===== src/rtl/seven_seg_scan_driver.sv =====
// seven_seg_scan_driver: time-multiplexed N-digit common-anode seven-segment driver
// with double-buffered frames, leading-zero blanking and a ghost-blank cycle per slot.
module seven_seg_scan_driver #(
  parameter int NUM_DIGITS  = 4,
  parameter int REFRESH_DIV = 100000,
  parameter int HEX_MODE    = 0
) (
  input  logic                    clk,
  input  logic                    rst,
  input  logic [4*NUM_DIGITS-1:0] digits_in,
  input  logic [NUM_DIGITS-1:0]   dp_in,
  input  logic                    load,
  input  logic                    blank_lz,
  input  logic                    en,
  output logic [NUM_DIGITS-1:0]   an,
  output logic [6:0]              seg,
  output logic                    dp
);
  localparam int TW = $clog2(REFRESH_DIV);
  localparam int IW = NUM_DIGITS > 1 ? $clog2(NUM_DIGITS) : 1;
  logic [TW-1:0]           r_tick;
  logic [IW-1:0]           r_idx;
  logic [4*NUM_DIGITS-1:0] r_pend_dig, r_act_dig;
  logic [NUM_DIGITS-1:0]   r_pend_dp, r_act_dp;
  logic                    r_frame_pend;
  logic [NUM_DIGITS-1:0]   r_an;
  logic [6:0]              r_seg;
  logic                    r_dp;
  logic                    w_wrap, w_last, w_frame, w_lz;
  logic [3:0]              w_nib;
  logic [6:0]              w_glyph;
  assign w_wrap  = r_tick == TW'(REFRESH_DIV - 1);
  assign w_last  = r_idx == IW'(NUM_DIGITS - 1);
  assign w_frame = w_wrap && w_last;
  assign w_nib   = r_act_dig[{r_idx, 2'b00} +: 4];
  // a digit is a leading zero when it and every more-significant digit are zero
  assign w_lz    = blank_lz && r_idx != '0 && (r_act_dig >> {r_idx, 2'b00}) == '0;
  always_comb begin
    w_glyph = 7'b1111111;
    case (w_nib)
      4'h0: w_glyph = 7'b1000000;
      4'h1: w_glyph = 7'b1111001;
      4'h2: w_glyph = 7'b0100100;
      4'h3: w_glyph = 7'b0110000;
      4'h4: w_glyph = 7'b0011001;
      4'h5: w_glyph = 7'b0010010;
      4'h6: w_glyph = 7'b0000010;
      4'h7: w_glyph = 7'b1111000;
      4'h8: w_glyph = 7'b0000000;
      4'h9: w_glyph = 7'b0010000;
      4'hA: w_glyph = HEX_MODE != 0 ? 7'b0001000 : 7'b1111111;
      4'hB: w_glyph = HEX_MODE != 0 ? 7'b0000011 : 7'b1111111;
      4'hC: w_glyph = HEX_MODE != 0 ? 7'b1000110 : 7'b1111111;
      4'hD: w_glyph = HEX_MODE != 0 ? 7'b0100001 : 7'b1111111;
      4'hE: w_glyph = HEX_MODE != 0 ? 7'b0000110 : 7'b1111111;
      default: w_glyph = HEX_MODE != 0 ? 7'b0001110 : 7'b1111111;
    endcase
  end
  always_ff @(posedge clk or posedge rst) begin
    if (rst) begin
      r_tick       <= '0;
      r_idx        <= '0;
      r_pend_dig   <= '0;
      r_pend_dp    <= '0;
      r_act_dig    <= '0;
      r_act_dp     <= '0;
      r_frame_pend <= 1'b0;
      r_an         <= '1;
      r_seg        <= '1;
      r_dp         <= 1'b1;
    end else begin
      r_tick <= w_wrap ? '0 : r_tick + TW'(1);
      if (w_wrap) r_idx <= w_last ? '0 : r_idx + IW'(1);
      if (load) begin
        r_pend_dig <= digits_in;
        r_pend_dp  <= dp_in;
      end
      // a load landing on the frame boundary stays pending for the following frame
      if (w_frame && r_frame_pend) begin
        r_act_dig <= r_pend_dig;
        r_act_dp  <= r_pend_dp;
      end
      r_frame_pend <= load || (r_frame_pend && !w_frame);
      r_an  <= (!en || r_tick == '0) ? '1 : ~(NUM_DIGITS'(1) << r_idx);
      r_seg <= (!en || w_lz) ? '1 : w_glyph;
      r_dp  <= !en || !r_act_dp[r_idx];
    end
  end
  assign an  = r_an;
  assign seg = r_seg;
  assign dp  = r_dp;
endmodule


===== config.mk =====
export PLATFORM = sky130hd
export DESIGN_NAME = seven_seg_scan_driver
export DESIGN_NICKNAME = d
export VERILOG_FILES = /design/src/rtl/seven_seg_scan_driver.sv
export SDC_FILE = /design/constraint.sdc
export NUM_CORES = 1
export LEC_CHECK = 0
export ABC_AREA = 1
export CAP_MARGIN = 40
export CORE_ASPECT_RATIO = 1.1
export CORE_UTILIZATION = 30
export DETAILED_ROUTE_END_ITERATION = 7
export GPL_ROUTABILITY_DRIVEN = 0
export PLACE_DENSITY = 0.46
export SYNTH_ARGS = -nofsm -noshare
export SYNTH_HDL_FRONTEND = slang
export SYNTH_SLANG_ARGS = --single-unit

===== constraint.sdc =====
create_clock -name clk -period 5.9 [get_ports clk]
set_input_delay 0.59 -clock clk [delete_from_list [all_inputs] [get_ports clk]]
set_output_delay 0.59 -clock clk [all_outputs]
set_load 0.01 [all_outputs]

# Word-level counts from Yosys, hierarchy flattened
# Memories as Yosys holds them, arrays and structs flattened.
# Cells that the tools add are included.
# totals
regBits	72
rom_bits	112
inputBits	25
out_inout_bits	12
elab_cells	41
mem_count	1
# memory_table
memory	depth	width	read_ports	rd_ports_with_merged_regs	write_ports	line	text
(no name shown)	16	7	1	0	0	40	case (w_nib)
# classes
n_addsub	2
magnitude_cmp	1
n_eq_ne	2
shift	3
muxes	6
bitwise_logic	1
n_reduce_logical	15
# ops
op	n
17-bit by 1-bit adder with 17-bit output (second input constant)	1
17-bit == test (second input constant)	1
17-bit logical NOT	1
17-bit two-way mux	1
16-bit logical NOT	1
16-bit by 5-bit variable part select with 4-bit output	1
16-bit by 4-bit >> shifter with 16-bit output	1
7-bit two-way mux	1
1-bit logical AND	5
1-bit logical OR	4
4-bit two-way mux	1
4-bit inverter	1
1-bit by 2-bit left shift with 4-bit output (first input constant)	1
1-bit logical NOT	3
2-bit by 3-bit < comparator with 1-bit output (second input constant)	1
2-bit by 1-bit adder with 2-bit output (second input constant)	1
1-bit binary-select mux with 2-bit select	1
2-bit == test (second input constant)	1
2-bit two-way mux	1
2-bit nonzero test	1
1-bit two-way mux	1

# Longest topological paths before layout
# logic_depth
depth_word	5
depth_mapped	14
mapped_depth_nobuf	12

# Worst setup path before layout
# No wires, ideal clock.
# synth_timing
path_kind	register to register
start	reg r_idx[0]
end	reg r_seg[0] (netlist: seg[0])
setup_time_ns	0.087
arrival_ns	1.628
setup_slack_ns	4.185
stages_incl_launch_ff	14
n_path_buf	2
synth_period_minus_slack_ns	1.715
path_cell_list	dfrtp_1 > buf_4 > inv_2 > buf_6 > nand2_1 > nand3_1 > nand2_1 > ha_1 > inv_1 > nor2_1 > nand3_1 > nor2_1 > a21oi_2 > nand2_1
# synth_between
elab_chain_cells	5
# synth_rtl
item	line	text
from (decl)	22	logic [IW-1:0] r_idx;
from (signal assigned)	73	if (w_wrap) r_idx <= w_last ? '0 : r_idx + IW'(1);
parallel branches: the longest is 4 deep, another holds memory read 16 x 7 bit	--	
7-bit two-way mux *	85	r_seg <= (!en || w_lz) ? '1 : w_glyph;
to (signal assigned)	85	
to (decl)	27	logic [6:0] r_seg;
# Every way passes the cells marked *.
# A chain may end at the register's enable or synchronous reset.

# Worst setup path after layout
# layout_timing
start	reg r_idx[0]
end	reg r_act_dig[1]
# layout_between
elab_chain_cells	3
# layout_rtl
item	line	text
2-bit == test	33	assign w_last = r_idx == IW'(NUM_DIGITS - 1);
1-bit logical AND	34	assign w_frame = w_wrap && w_last;
1-bit logical AND	79	if (w_frame && r_frame_pend) begin
to (signal assigned)	80	r_act_dig <= r_pend_dig;
to (decl)	23	logic [4*NUM_DIGITS-1:0] r_pend_dig, r_act_dig;
# No other way between the ends.

==> impl_metrics.toml <==
[drt]
ant_nets = 0
drt_iter0_markers = 157
dr.pass1.iters = 4
wire_per_inst_um = 11.3
drc_errors = 0
via_per_inst = 4.42
vias = 2942
drt_wl_total_um = 7510

[global_route]
grt_max_degree = 49
antenna_found_initial = 0
grt_pass1_wl_um = 13500
gr-total-overflow = 0
grt_pass1_vias = 2851
track_usage_pct = 13.6

[synthesis]
synth-async-reset-ratio_pct = 100
syn_avg_cell_area_um2 = 7.83
synth_edf_count = 0
synthTopCellsByArea = "dfrtp_1 (40%), nand2_1 (19%), dfstp_2 (8.5%)"
synth_cell_types = 30
synth_common_cells = "nand2_1 (183), dfrtp_1 (60), inv_1 (49)"
yosysWarnings = 0
synth_seq_area_share_pct = 48.9
ys_ff_latch = 72
synth_top_area_share_pct = 40.4
yosys.area.top_type = "dfrtp_1"
synth_ff_type = "dfrtp_1"
yosysMostFrequentCell = "nand2_1"
synth_area_um2 = 3710
netlist_instances = 474
synthesis.nets = 510

[power]
power_frac_seq_pct = 46.6
power.density_nw_per_um2 = 248
total_power_uw = 1110
ir_drop_uv = 110
p_switching_uw = 247
intPower_uw = 866
p_clk_share_pct = 48.8
p_sw_share_pct = 22.2
leakage_uw = 0.00230
pwr-share-comb_pct = 4.7

[worst_setup_path]
r2r_end = "r_act_dig[1]"
rr_worst_depth = 4
crit_start = "r_idx[0]"
critPathLaunchType = "flip-flop"
worst_setup_path_end_kind = "flip-flop"
crit_required_ns = 6.13
r2r_start = "r_idx[0]"
arrival_ns = 2.40
rrSetupSlack_ns = 3.72
worstSetupPathType = "flip-flop to flip-flop"
worst-path-max-fanout = 24

[floorplanning]
die_h_um = 119
die_area_um2 = 12800
ioPinCount = 37
die_w_um = 108
start_util_pct = 30.8
core_um2 = 12000
rows = 42

[flow_run]
maxCapViolCount = 0

[status]
status = "finished, final reports clean"

[min_path]
holdPathStages = 2
hp-class = "flip-flop to flip-flop"
min_from = "r_act_dp[2]"
whs_endpoint = "r_act_dp[2]"

[timing]
final_hold_viol_count = 0
slew_violations = 0
setup_viol = 0
setup_tns_ns = 0
fin_worst_skew_ns = 0.00741
fmax_ghz = 0.459
min_period_over_period_pct = 36.9
period_needed_ns = 2.18
worstMarginPinSlew_ns = 0.851
rsz0062_at_grt = "no"
max-slew-margin-rel_pct = 43.2
holdWs_ns = 0.472

[clocking]
hold_buffers = 0
cts_buffer_depth = 2
clock-sinks = 72
htree_levels = 3
root_buffer = "clkbuf_16"
path_clk_slew_ns = 0.06
clk_latency_ns = 0.34
cts_tree = "built"
cts-resized-gates = 0
postCtsSetupBuffers = 0
numCtsBuffers = 9

[final_layout]
drive_gt1_share_pct = 9.78
area_delta_synth_final_pct = 20.9
multiInputGateArea_um2 = 1590
seq_area_um2 = 1820
final_cells = 665
fill_cells = 1301
diodes = 0
fin_nets = 542

[place]
dp_hpwl_um = 5610
io_buffer_count = 36
dp_cells = 649
cell usage in the layout (no fill, tap or decap), types with 6 or more instances in the layout:
cell,Yosys,final
clkdlybuf4s50_1,0,36
dfrtp_1,60,60
clkbuf_16,0,9
nand2_2,6,6
nand2_1,183,183
nand4_1,24,24
inv_1,49,48
nand3_1,33,33
o21ai_0,11,11
nor3_1,6,6
nor2_1,35,35
dfstp_2,12,12
ha_1,11,11
cell families (layout without fill, tap and decap cells):
kind of cell / Yosys count / count (layout) / share of synthesized area (%)
fa+ha+maj: 11 / 11 / 3.71
compound gates: 19 / 19 / 2.73
buf+inv: 70 / 107 / 8.29
simple gates: 299 / 299 / 35.6
flops: 72 / 72 / 48.9
xor+xnor: 3 / 3 / 0.708
per-layer routing:
layer	share of wire, %	wire length [um]	global-route usage [%]
met1	51	3840	18.7
met2	43	3200	20.0
met3	4.6	347	3.92
met4	1.7	126	5.14
met5	0	0	0
registers in the layout, summed over array words and instances (netlist names):
signal,count
an,4
r_act_dp,4
r_tick,17
r_act_dig,16
r_idx,2
seg,7
r_pend_dig,16
dp,1
r_frame_pend,1
r_pend_dp,4
power by group through the flow:
stage	logic [uW]	clock network [uW]	registers, uW
2_1_floorplan	22.7	0	526
5_1_grt	60.9	587	520
3_3_place_gp	50.9	0	527
6_report	52.0	543	518
3_5_place_dp	54.0	0	527
4_1_cts	54.2	563	518
layout make-up:
| cell class | count | share of cell area, % |
|---|---|---|
| timing repair buffer | 38 | 8.81 |
| tap | 154 | 4.29 |
| clock buffer | 10 | 5.10 |
| multi-input combinational | 332 | 35.4 |
| sequential | 72 | 40.5 |
| inverter | 53 | 4.43 |
| clock inverter | 6 | 1.53 |
stage by stage:
step | utilization, % | cell area [um^2] | worst slack [ns]
floorplan | - | 3710 | 3.50
global placement | 34.6 | 4160 | 3.66
detailed placement | 34.8 | 4190 | 3.61
CTS | 37.3 | 4490 | 3.68
global route | 37.3 | 4490 | 3.45
finish | 37.3 | 4490 | 3.72
worst max-delay path, cell delays in order, from the launching register on:
cell and delay [ns]:
dfrtp_1 0.68, ha_1 0.81, nand3_4 0.36, nand2_1 0.16, nand2_1 0.05
how the worst max path moves through the flow:
stage,endpoint,slack (ns),cells after the start
floorplan,r_act_dig[0],3.50,1
global placement,r_pend_dig[0],3.66,4
detailed placement,r_pend_dig[11],3.61,4
CTS,r_act_dig[2],3.68,4
global route,r_act_dig[1],3.45,4
finish,r_act_dig[1],3.72,4
No activity file was read; power rests on OpenSTA's default activity.
